File: src/rtl/booth_ctrl.sv
// booth_ctrl: Moore sequencer for a radix-2 Booth multiplier datapath (load, WIDTH eval/shift iterations, high/low result)
module booth_ctrl #(
    parameter int WIDTH = 5,
    parameter int CNT_W = 3
) (
    input  logic clk,
    input  logic rst_n,
    input  logic start,
    input  logic m1,
    input  logic m0,
    output logic ldy,
    output logic lds,
    output logic sclrf,
    output logic sclrr,
    output logic ldf,
    output logic addsub,
    output logic shf,
    output logic shs,
    output logic ldr,
    output logic sel,
    output logic busy,
    output logic hi_valid,
    output logic done
);
    typedef enum logic [2:0] {IDLE, LD_Y, LD_S, EVAL, SHIFT, RES_HI, RES_LO} state_t;
    state_t state, next_state;
    logic [CNT_W-1:0] cnt;
    logic last_iter;
    assign last_iter = cnt == CNT_W'(WIDTH - 1);
    // state register and iteration counter; counter clears on operand load, steps on every shift
    always_ff @(posedge clk) begin
        if (!rst_n) begin
            state <= IDLE;
            cnt   <= '0;
        end else begin
            state <= next_state;
            cnt   <= state == LD_S ? '0 : state == SHIFT ? cnt + CNT_W'(1) : cnt;
        end
    end
    // next-state: fixed-latency sequence, illegal encodings fall back to IDLE
    always_comb begin
        next_state = IDLE;
        case (state)
            IDLE:    next_state = start ? LD_Y : IDLE;
            LD_Y:    next_state = LD_S;
            LD_S:    next_state = EVAL;
            EVAL:    next_state = SHIFT;
            SHIFT:   next_state = last_iter ? RES_HI : EVAL;
            RES_HI:  next_state = RES_LO;
            RES_LO:  next_state = IDLE;
            default: next_state = IDLE;
        endcase
    end
    // output decode; EVAL qualifies the add/sub strobe with the Booth bit pair {m1,m0}
    always_comb begin
        ldy      = state == LD_Y;
        lds      = state == LD_S;
        sclrf    = state == LD_S;
        sclrr    = state == LD_S;
        ldf      = state == EVAL && (m1 ^ m0);
        addsub   = state == EVAL && m1 && !m0;
        shf      = state == SHIFT;
        shs      = state == SHIFT;
        ldr      = state == SHIFT;
        sel      = state == RES_LO;
        busy     = state != IDLE;
        hi_valid = state == RES_HI;
        done     = state == RES_LO;
    end
endmodule

File: config.mk
export PLATFORM = sky130hd
export DESIGN_NAME = booth_ctrl
export DESIGN_NICKNAME = d
export VERILOG_FILES = /design/src/rtl/booth_ctrl.sv
export SDC_FILE = /design/constraint.sdc
export NUM_CORES = 1
export LEC_CHECK = 0
export ABC_AREA = 1
export BUFFER_PORTS_ARGS = -buffer_cell sky130_fd_sc_hd__buf_4
export CAP_MARGIN = 20
export CORE_AREA = 5 5 42 44
export CTS_CLUSTER_DIAMETER = 120
export DETAILED_ROUTE_END_ITERATION = 12
export DIE_AREA = 0 0 47 49
export GPL_TIMING_DRIVEN = 1
export PLACE_DENSITY_LB_ADDON = 0.15
export SYNTH_ARGS = -nofsm -noshare
export SYNTH_HDL_FRONTEND = slang
export SYNTH_SLANG_ARGS = --single-unit
File: constraint.sdc
create_clock -name clk -period 1.27 [get_ports clk]
set_input_delay 0.0635 -clock clk [delete_from_list [all_inputs] [get_ports clk]]
set_output_delay 0.0635 -clock clk [all_outputs]
set_load 0.03 [all_outputs]
After elaboration in Yosys (flattened, before gate mapping)
Cells that the tools add are included.
Storage, ports and cells
  bits in registers: 6
  input port bits: 5
  output and inout bits: 13
  logic and storage cells: 22
Operators by class
  $add $sub $neg: 1
  equality and inequality tests: 7
  multiplexer cells: 3
  bitwise gates (word level): 2
  reduce and logical (&&, ||, !) cells: 7
Operators by type and width (number)
  $pmux 3 s6: 1
  $eq 3x3->1 const B: 4
  $eq 3x2->1 const B: 2
  $add 3x1->3 const B: 1
  $eq 3x1->1 const B: 1
  $logic_and 1x1->1: 3
  $logic_not 3->1: 1
  $mux 3: 1
  $reduce_bool 3->1: 1
  $reduce_or 2->1: 1
  $logic_not 1->1: 1
  $mux 1: 1
  $not 1->1: 1
  $xor 1x1->1: 1

Logic depth before layout (Yosys ltp)
Gate-level depths: netlist (run 1).
  word-level depth: 3
  depth in mapped cells: 7
  mapped depth without buffers: 7

Worst setup path after synthesis (run 1)
Ideal clock, no wire load.
  path kind: register to output
  start: register state[2]
  end: output port sel
  arrival: 1.205 ns
  data required time: 1.207 ns
  path slack: 0.001 ns
  stages on the path, launching flop included: 4
  buffers on the path: 1
  cell sequence: dfxtp_1 > inv_2 > nor2_1 > buf_4
Between the ends
  cells in the longest elaborated chain, start to end: 1
Ends and longest elaborated chain
  from (decl): line 26  | state_t state, next_state;
  from (signal assigned): line 36  | state <= next_state;
  $eq 3x3->1
  to (decl): line 20  | output logic sel,
Every way passes these cells.

Final worst setup path (run 1)
  start: register state[2]
  end: output port ldf
Between the ends
  cells in the longest elaborated chain, start to end: 2
Ends and longest elaborated chain
  $eq 3x2->1: line 60  | ldf = state == EVAL && (m1 ^ m0);
  $logic_and 1x1->1: line 60
  to (decl): line 15  | output logic ldf,
Every way passes these cells.

==> impl_metrics.tcl, run 1 <==
set metrics [dict create \
    grtUsageTotal 0.08316 \
    antenna_found_initial 0 \
    syn_nets 75 \
    crit_arrival_ns 1.12 \
    p_clk_frac 0.292 \
    synth_fa_ha_area_frac 0.06042 \
    pre_cts_slack_ns 0.2632 \
    synth.largest_area_cell "dfxtp_1" \
    start_util 0.2955 \
    drt_iter0_markers 2 \
    yosys-top-cells-count "nand2_1, inv_1, nor2_1" \
    finalCritPeriodShare 0.9355 \
    r2r_end "state[2]" \
    rsz0062_at_grt "no" \
    cts_buffers 3 \
    crit_path_start_kind "register" \
    avgSynthCellArea_um2 6.090 \
    fp.dieW_um 47 \
    dp_hpwl_um 738.8 \
    r2r_setup_slack_ns 0.26 \
    die_h_um 49 \
    finalSetupViolations 0 \
    drc_errors 0 \
    worstRegToRegCells 5 \
    grt_pass1_wl_mm 1.366 \
    fmax_ghz 0.8417 \
    total_power_mw 0.6064 \
    antenna_cells 0 \
    p_sw_frac 0.3668 \
    comb_power_share 0.349 \
    status "finished, final reports clean" \
    synth-async-reset-ratio 0 \
    ys_ff_latch 6 \
    hold_path_depth 3 \
    placed_cells_incl_taps 96 \
    synth_top_area_frac 0.2900 \
    synth_warnings 0 \
    pwr_density_cell_nw_per_um2 1099 \
    synth-simple-area-share 0.3897 \
    vias 418 \
    syn2layout_area_growth_pct 33.23 \
    stdcell_count 99 \
    cts-root-buf "clkbuf_4" \
    netlist_top_cells_area "dfxtp_1, nand2_1, inv_1" \
    final_design_area_no_fill_um2 551.8 \
    max_slew_margin 0.8828 \
    synth_edf_count 0 \
    internal_power_mw 0.3840 \
    utilization 0.3938 \
    clk_pin_slew_ns 0.04 \
    peakVddDrop_v 0.0004329 \
    wl_per_cell_um 8.960 \
    end_kind "output pin" \
    cts_setup_buffers 0 \
    synthXorXnorAreaFrac 0 \
    hp-start "rst_n" \
    yosysUniqueCellTypes 12 \
    fp-row-count 14 \
    grt_max_degree 8 \
    hold-path-endpoint "state[1]" \
    drtPass1Iterations 4 \
    timing.hold.ws_ns 0.08151 \
    synthFlopType "dfxtp_1" \
    seqPwrFrac 0.359 \
    p_leak_nw 0.3022 \
    synth.most_common_cell "nand2_1" \
    worstPathRequired_ns 1.21 \
    drtAntennaViolNets 0 \
    worstMarginPinSlew_ns 0.1753 \
    hp-class "input pin to register" \
    syn_inst 68 \
    drt_wl_total_um 887 \
    grt_pass1_vias 323 \
    cts_tree "built" \
    die_area_um2 2303 \
    hold_violations 0 \
    worstSetupPathType "register to output pin" \
    skew_ns 0.002660 \
    p_sw_mw 0.2224 \
    htree_levels 1 \
    clockBufferDepth 2 \
    vias_per_cell 4.222 \
    drive_gt1_frac 0.3133 \
    ioPinCount 18 \
    core_um2 1401 \
    clk_latency_ns 0.24 \
    tns_ns 0 \
    nNetsFinal 92 \
    rr_startpoint "state[1]" \
    layout_setup_ws_ns 0.08193 \
    synth_compound_area_frac 0.06042 \
    synth_area_um2 414.1 \
    post-route-min-period_ns 1.188 \
    cts.sinks 6 \
    overflow 0 \
    cap_violations 0 \
    seq_area_frac_synth 0.2900 \
    gp_congestion 0.8189 \
    port_buffers 17 \
    post_dp_cell_area_um2 524.3 \
    synth_top_family_by_area "simple AND/OR/NAND/NOR gates" \
    drv_slew 0 \
    synthMuxAreaShare 0 \
    cp_max_fo 7 \
]
-- registers in the layout, indices dropped and copies added (netlist names) --
signal / count
cnt: 3
state: 3
-- cell type report --
class | instances | area (um^2)
well taps | 16 | 20.02
fillers | 155 | 849.6
multi-input cells | 45 | 211.5
repair buffers | 17 | 127.6
flip-flops and latches | 6 | 122.6
clock buffers | 3 | 22.52
inverters | 12 | 47.55
-- metal layers --
layer / vias to the layer above / GRT usage / wire length (um) / part of all wire
met3: 2 / 0.04428 / 86 / 0.097
met5: - / 0 / 0 / 0
met2: 12 / 0.1154 / 402 / 0.45
li1: 231 / - / - / -
met1: 173 / 0.1013 / 387 / 0.44
met4: 0 / 0.04147 / 11 / 0.012
-- cell usage in the layout, fill, tap and decap left out --
cell,n
nand2_1,21
buf_4,17
inv_1,11
nor2_1,9
nand3_1,5
a21oi_1,5
dfxtp_1,4
clkbuf_4,3
ha_1,2
dfxtp_2,2
inv_4,1
nor2_4,1
nor2_2,1
or2_2,1
-- logic make-up (layout without fill, tap and decap cells) --
| logic type | after synthesis | after routing |
|---|---|---|
| fa+ha+maj | 2 | 2 |
| compound gates | 5 | 5 |
| flops | 6 | 6 |
| simple gates | 38 | 38 |
| buf+inv | 17 | 32 |
-- worst max path at each step --
| stage | startpoint | endpoint | slack (ns) | cells after the start |
|---|---|---|---|---|
| after floorplan | state[2] | sel | 0.001 | 3 |
| after global placement | state[1] | state[2] | 0.27 | 5 |
| after detailed placement | state[1] | state[2] | 0.26 | 5 |
| after CTS | state[2] | ldf | 0.008 | 4 |
| after global routing | state[2] | ldf | 0.004 | 4 |
| final | state[2] | ldf | 0.08 | 4 |
-- power by group through the flow --
stage | logic (mW) | registers [mW] | clock network (mW)
floorplan | 0.157 | 0.216 | 0
global placement | 0.215 | 0.220 | 0
detailed placement | 0.214 | 0.219 | 0
CTS | 0.215 | 0.215 | 0.183
global route | 0.234 | 0.220 | 0.198
finish | 0.212 | 0.217 | 0.177
-- critical path, stage by stage (launching register included) --
cell	delay, ns
dfxtp_2	0.35
inv_4	0.10
nand3_1	0.12
a21oi_1	0.14
buf_4	0.17
-- repair_timing --
item	4_1_cts	5_1_grt
resized for setup	0	3
hold buffers	0	0
endpoints found under the setup margin	0	10
No activity file was read; power rests on OpenSTA's default activity.
==> run 2, diff against run 1 <==
REMOVE_ABC_BUFFERS = 1   (was unset)
==> impl_metrics.tcl, run 2 (synthesized netlist as in run 1, its figures left out) <==
set metrics [dict create \
    grt_pass1_wl_mm 1.711 \
    worstRegToRegCells 6 \
    end_kind "output pin" \
    pwr_density_cell_nw_per_um2 1075 \
    fp.dieW_um 47 \
    fp-row-count 14 \
    drt_wl_total_um 930 \
    post-route-min-period_ns 1.181 \
    slowest_delay_ns 0.34 \
    hp-class "input pin to register" \
    drtPass1Iterations 4 \
    cap_violations 0 \
    path_cells "inv_1 > nand2_2 > nor2_4 > buf_4" \
    cts_buffers 3 \
    crit_path_start_kind "register" \
    worstMarginPinSlew_ns 0.1800 \
    clockBufferDepth 2 \
    core_um2 1401 \
    max_slew_margin 0.8798 \
    grtUsageTotal 0.1009 \
    grt_pass1_vias 419 \
    stdcell_count 100 \
    antenna_cells 0 \
    start_util 0.2955 \
    grt_max_degree 8 \
    rsz0062_at_grt "no" \
    drtAntennaViolNets 0 \
    cpMaxStageDelayCell "dfxtp_2" \
    drive_gt1_frac 0.3690 \
    syn2layout_area_growth_pct 38.07 \
    nNetsFinal 93 \
    ioPinCount 18 \
    drv_slew 0 \
    layout_commonest_cell "nand2_1" \
    finalCritPeriodShare 0.9297 \
    placed_cells_incl_taps 96 \
    worstSetupPathType "register to output pin" \
    cts_tree "built" \
    clk_latency_ns 0.24 \
    peakVddDrop_v 0.0004714 \
    r2r_setup_slack_ns 0.23 \
    layout_setup_ws_ns 0.08928 \
    n_fill_cell 157 \
    drc_errors 0 \
    vias_per_cell 4.350 \
    die_h_um 49 \
    hp-start "rst_n" \
    skew_ns 0.0008634 \
    pre_cts_slack_ns 0.2506 \
    p_leak_nw 0.3098 \
    dp_hpwl_um 762.2 \
    htree_levels 1 \
    port_buffers 17 \
    timing.hold.ws_ns 0.08801 \
    final_cell_mix "nand2_1, buf_4, inv_1" \
    cp_max_fo 5 \
    hold_path_depth 3 \
    crit_arrival_ns 1.12 \
    worstPathRequired_ns 1.21 \
    fmax_ghz 0.8469 \
    clk_pin_slew_ns 0.04 \
    cts-root-buf "clkbuf_4" \
    drt_iter0_markers 7 \
    r2r_end "cnt[0]" \
    total_power_mw 0.6144 \
    vias 435 \
    hold-path-endpoint "state[1]" \
    wl_per_cell_um 9.300 \
    die_area_um2 2303 \
    rr_startpoint "state[0]" \
    hold_violations 0 \
    finalSetupViolations 0 \
    largestRegisters "cnt (3), state (3)" \
    cts_hold_repair.buffers 0 \
    cts.sinks 6 \
    antenna_found_initial 0 \
    overflow 0 \
    gp_congestion 0.6848 \
    status "finished, final reports clean" \
]
[run 2: how the worst max path moves through the flow]
stage | start | to | slack, ns | depth (start not counted)
floorplan | state[2] | done | -0.07 | 2
CTS | state[2] | ldf | 0.04 | 4
detailed placement | state[2] | state[2] | 0.25 | 5
finish | state[0] | ldr | 0.09 | 4
global route | state[0] | shs | 0.01 | 4
global placement | state[2] | state[2] | 0.24 | 5
[run 2: critical path: cells and delay by family (launching register included)]
family,cells,cell delay [ns]
flops,1,0.34
simple gates,2,0.25
buf+inv,2,0.28
[run 2: through the flow]
step | instance area (um^2) | util | setup TNS (ns)
after floorplan | 376.6 | - | -0.1344
after global placement | 524.3 | 0.3741 | 0
after detailed placement | 524.3 | 0.3741 | 0
after CTS | 548.0 | 0.3911 | 0
after global routing | 571.8 | 0.4080 | 0
final | 571.8 | 0.4080 | 0
[run 2: repair_timing]
action,4_1_cts,5_1_grt
setup buffers,0,1
cloned,0,0
pin swaps,0,1
gates resized for setup,1,7
setup endpoints to repair,4,8
[run 2: final cells by class]
class,instances,area (um^2),area share
timing repair buffer,18,138.9,0.2429
multi-input combinational,45,219.0,0.3829
sequential,6,123.9,0.2166
clock buffer,3,22.52,0.03939
tap,16,20.02,0.03501
inverter,12,47.55,0.08315
[run 2: power breakdown]
group	internal, mW	leakage, nW	switching, mW
clock network	0.107	0.0138	0.0669
registers	0.203	0.0499	0.0184
logic	0.0785	0.246	0.141
[run 2: per-layer routing]
metal / wire length, um / part of all wire / GRT usage / vias to the layer above
met5: 0 / 0 / 0 / -
met3: 79 / 0.085 / 0.02214 / 4
met1: 384 / 0.41 / 0.1350 / 181
met4: 21 / 0.023 / 0.06912 / 0
met2: 444 / 0.48 / 0.1380 / 17
li1: - / - / - / 233
